## config.mk

```make
export PLATFORM = sky130hd
export DESIGN_NAME = garbage_inserter
export DESIGN_NICKNAME = d
export VERILOG_FILES = /design/src/rtl/garbage_inserter.sv
export SDC_FILE = /design/constraint.sdc
export NUM_CORES = 1
export LEC_CHECK = 0
export ABC_AREA = 1
export CAP_MARGIN = 20
export CORE_MARGIN = 2
export CORE_UTILIZATION = 50
export CTS_CLUSTER_DIAMETER = 150
export CTS_CLUSTER_SIZE = 40
export DETAILED_ROUTE_END_ITERATION = 6
export PLACE_DENSITY = 0.81
export SYNTH_ARGS = -nofsm -noshare
export SYNTH_HDL_FRONTEND = slang
export SYNTH_SLANG_ARGS = --single-unit
```

## constraint.sdc

```tcl
create_clock -name clk -period 6.95 [get_ports clk]
set_clock_uncertainty 0.2 [all_clocks]
set_input_delay 2.085 -clock clk [delete_from_list [all_inputs] [get_ports clk]]
set_output_delay 2.085 -clock clk [all_outputs]
set_load 0.1 [all_outputs]
```

## src/rtl/garbage_inserter.sv

```systemverilog
// rtl/garbage_inserter.sv - pushes pending garbage rows up from the bottom of a board
// One row per cycle after a piece lock; each row is solid except one LFSR-picked hole.
module garbage_inserter #(
    parameter int          BOARD_H       = 20,
    parameter int          ROW_W         = 12,
    parameter int          MAX_PENDING   = 20,
    parameter int          MAX_PER_APPLY = 4,
    parameter logic [7:0]  LFSR_SEED     = 8'hA5
) (
    input  logic                       clk,
    input  logic                       rst,
    input  logic                       add_valid,
    input  logic [4:0]                 add_lines,
    input  logic                       apply_req,
    input  logic [BOARD_H*ROW_W-1:0]   board_in,
    output logic [BOARD_H*ROW_W-1:0]   board_out,
    output logic                       busy,
    output logic                       done,
    output logic                       topout,
    output logic [2:0]                 inserted,
    output logic [4:0]                 pending
);
    localparam int          BW   = BOARD_H * ROW_W;
    localparam int          HW   = $clog2(ROW_W);
    localparam logic [5:0]  MAXP = 6'(MAX_PENDING);
    localparam logic [4:0]  MAXA = 5'(MAX_PER_APPLY);

    typedef enum logic [1:0] {IDLE, SHIFT, DONE} state_t;

    state_t          state, state_next;
    logic [7:0]      lfsr;
    logic [HW-1:0]   hole_now, hole_q;
    logic [BW-1:0]   work, board_q;
    logic [2:0]      cnt, n_q, n_apply, inserted_q;
    logic            topacc, topout_q;
    logic [5:0]      pend_sum;
    logic [4:0]      pending_next;
    logic [ROW_W-1:0] garbage_row;

    assign hole_now    = HW'(lfsr % 8'(ROW_W));
    assign garbage_row = ~({{(ROW_W-1){1'b0}}, 1'b1} << hole_q);
    assign n_apply     = 3'((pending > MAXA) ? MAXA : pending);

    // DONE-cycle decrement and a same-cycle add are folded into one 6-bit sum
    always_comb begin
        pend_sum = {1'b0, pending};
        if (state == DONE)
            pend_sum = pend_sum - {3'b000, n_q};
        if (add_valid)
            pend_sum = pend_sum + {1'b0, add_lines};
        pending_next = (pend_sum > MAXP) ? MAXP[4:0] : pend_sum[4:0];
    end

    always_comb begin
        state_next = state;
        case (state)
            IDLE:    if (apply_req) state_next = (n_apply != 3'd0) ? SHIFT : DONE;
            SHIFT:   if (cnt == 3'd1) state_next = DONE;
            DONE:    state_next = IDLE;
            default: state_next = IDLE;
        endcase
    end

    always_ff @(posedge clk) begin
        if (rst) begin
            state      <= IDLE;
            lfsr       <= LFSR_SEED;
            pending    <= 5'd0;
            work       <= '0;
            board_q    <= '0;
            hole_q     <= '0;
            cnt        <= 3'd0;
            n_q        <= 3'd0;
            inserted_q <= 3'd0;
            topacc     <= 1'b0;
            topout_q   <= 1'b0;
        end else begin
            state   <= state_next;
            lfsr    <= {lfsr[6:0], lfsr[7] ^ lfsr[5] ^ lfsr[4] ^ lfsr[3]};
            pending <= pending_next;
            case (state)
                IDLE: if (apply_req) begin
                    work   <= board_in;
                    hole_q <= hole_now;
                    n_q    <= n_apply;
                    cnt    <= n_apply;
                    topacc <= 1'b0;
                end
                SHIFT: begin
                    topacc <= topacc | (|work[BW-1 -: ROW_W]);
                    work   <= {work[BW-ROW_W-1:0], garbage_row};
                    cnt    <= cnt - 3'd1;
                end
                DONE: begin
                    board_q    <= work;
                    topout_q   <= topacc;
                    inserted_q <= n_q;
                end
                default: ;
            endcase
        end
    end

    // Results show live during DONE, then hold from the shadow registers
    assign done      = (state == DONE);
    assign busy      = (state != IDLE);
    assign board_out = done ? work   : board_q;
    assign topout    = done ? topacc : topout_q;
    assign inserted  = done ? n_q    : inserted_q;
endmodule

```

==> metrics.yaml <==
run_status:
  run_status: "finished clean"
setup_path:
  timing.rr.start: "state[0]"
  cp.arrival_ps: 3990
  critPathKind: "reg2out"
  worstRegToRegCells: 15
  slowest_delay_ps: 1180
  path_cells: "inv_2 -> nand2_4 -> buf_12 -> nand2_1 -> nand2_1 -> clkdlybuf4s50_1"
  cp-startpoint: "state[0]"
  path_common_cell: "nand2_1"
  cp-end-kind: "output port"
  critPathSlowestCell: "clkdlybuf4s50_1"
  cp.required_ps: 4660
  worst_setup_path_start_kind: "register"
  crit_fanout: 90
global_route:
  gr-total-overflow: 0
  antenna_found_initial: 10
  grt_pass1_vias: 19300
  grtUsageTotal_pct: 30.9
  grt_pass1_wl_um: 108000
  grt_max_degree: 215
layout:
  n_fill_cell: 3598
  drive_above_1_share_pct: 1.57
  final_cell_area_um2: 26200
  nets: 3450
  syn_to_final_growth_pct: 26.3
  final_cell_mix: "nand2_1, dfxtp_1, clkdlybuf4s50_1, a21oi_1, o21ai_0"
  utilization_pct: 64.1
  final_common_cell: "nand2_1"
sta:
  tns_ps: 0
  relSlewSlack_pct: 23.7
  fmax_mhz: 159
  period_needed_ps: 6270
  tightestPinTransition_ps: 1140
  final-setup-viol-count: 0
  whs_ps: 238
  report.final.slew_viol_count: 0
  rsz0062_at_grt: "no"
  period_share_pct: 90.2
  timing.final.ws_setup_ps: 680
  hold_viol: 0
synth:
  syn_area_um2: 20700
  avgSynthCellArea_um2: 7.22
  syn_inst: 2870
  yosysSeqAreaShare_pct: 49.3
  ys_seq_elements: 510
  ys.warnings.count: 0
  synth_cell_types: 33
  synth_nets: 3131
clocking:
  path_clk_slew_ps: 140
  cts_resized: 0
  ctsHoldBuffers: 0
  htree_num_levels: 1
  cts_tree: "built"
  root_buffer: "clkbuf_16"
  cts_buffer_depth: 3
  numCtsBuffers: 16
  cts.sinks: 510
  worstSkewPairLatency_ps: 560
  post-cts-setup-buffer-count: 0
drt:
  drc: 0
  wl_per_cell_um: 18.9
  first_pass_iters: 6
  postRouteAntennaNets: 0
  wirelength_um: 70600
  viasPerCell: 5.68
  drt_iter0_drc: 2378
  num_vias: 21200
hold_path:
  holdPathStages: 2
  min_from: "lfsr[0]"
  hp-class: "reg2reg"
power:
  power_density_nw_per_um2: 453
  leakagePower_uw: 0.0109
  vdd_ir_drop_max_mv: 0.345
floorplanning:
  io_pins: 500
  coreArea_um2: 40800
  std_cell_rows: 74
  initial_core_util_pct: 50.7
  die_h_um: 208
  dieArea_um2: 43100
  die_x_um: 208
placement:
  hpwl_um: 48600
  dpl-instance-area_um2: 25700
  gp_congestion: 0.896
  dpl_worst_slack_ps: 1360
  io_buffers: 499
run:
  maxCapViolCount: 0
[cell type report]
cell class              instances  area (µm²)  area share, %
well taps                     532         666           2.54
flip-flops and latches        510       10200           39.0
diodes                          8        20.0         0.0765
clock inverters                 1        11.3         0.0430
multi-input cells            2099        9420           36.0
inverters                      43         179          0.684
clock buffers                  17         425           1.63
repair buffers                519        5230           20.0
[synthesized netlist by cell type (all sizes together)]
cell / count / area, µm²
o32ai: 2 / 17.5
xor2: 3 / 26.3
a311oi: 2 / 17.5
nand4: 3 / 18.8
o211ai: 3 / 22.5
nor2: 24 / 103
o21bai: 1 / 7.51
ha: 10 / 125
a21oi: 272 / 1360
xnor2: 1 / 8.76
o21ai: 258 / 1290
mux2i: 2 / 20.0
nor4: 2 / 12.5
a221oi: 1 / 8.76
nand3b: 1 / 7.51
nand3: 19 / 95.1
nor3: 8 / 40.0
a211oi: 3 / 22.5
a31oi: 230 / 1440
nand2: 1247 / 4680
buf: 88 / 450
dfxtp: 510 / 10200
o22ai: 2 / 12.5
a2111oi: 1 / 8.76
fa: 2 / 40.0
or2: 2 / 12.5
clkbuf: 130 / 488
inv: 43 / 161
[stage by stage]
| stage | power, µW | cells |
|---|---|---|
| after floorplan | 8870 | 2870 |
| after CTS | 11800 | 3720 |
| final | 11900 | 3729 |
| after global placement | 10400 | 3702 |
| after detailed placement | 10500 | 3702 |
| after global routing | 12400 | 3728 |
[sequential cells by signal, indices dropped and copies added (netlist names)]
signal / count
cnt: 3
hole_q: 4
topout_q: 1
topacc: 1
pending: 5
lfsr: 8
work: 240
board_q: 240
n_q: 3
state: 2
inserted_q: 3
[routing by layer]
metal	track usage [%]	part of all wire, %
met1	40.0	40
met2	50.7	47
met3	5.40	8.2
met4	13.3	4.2
met5	0	0.058
[logic make-up (layout without fill, tap and decap cells)]
group | count (synthesis) | in the layout | share of synthesized area, %
AOI/OAI and AO/OA | 775 | 775 | 20.3
xor gates and xnor gates | 4 | 4 | 0.169
adders and majority gates | 12 | 12 | 0.798
buffers and inverters | 261 | 580 | 5.31
DFF | 510 | 510 | 49.3
muxes | 2 | 2 | 0.0967
other | 0 | 8 | 0
and+or+nand+nor | 1306 | 1306 | 24.0
[worst paths after layout]
| path | to | slack, ps |
|---|---|---|
| max | board_out[89] | 680 |
| min | lfsr[1] | 240 |
| max reg2reg | pending[3] | 2910 |
| min reg2reg | lfsr[1] | 240 |
[critical path, delay by kind of cell (launching register included)]
kind | cells | cell delay (ps)
AND/OR/NAND/NOR | 3 | 860
flip-flops | 1 | 700
buffers and inverters | 3 | 1730
[report_power, final]
part | internal [µW] | switching [µW]
logic | 1460 | 4650
clock network | 451 | 884
registers | 3730 | 681
No activity file was read; power rests on OpenSTA's default activity.
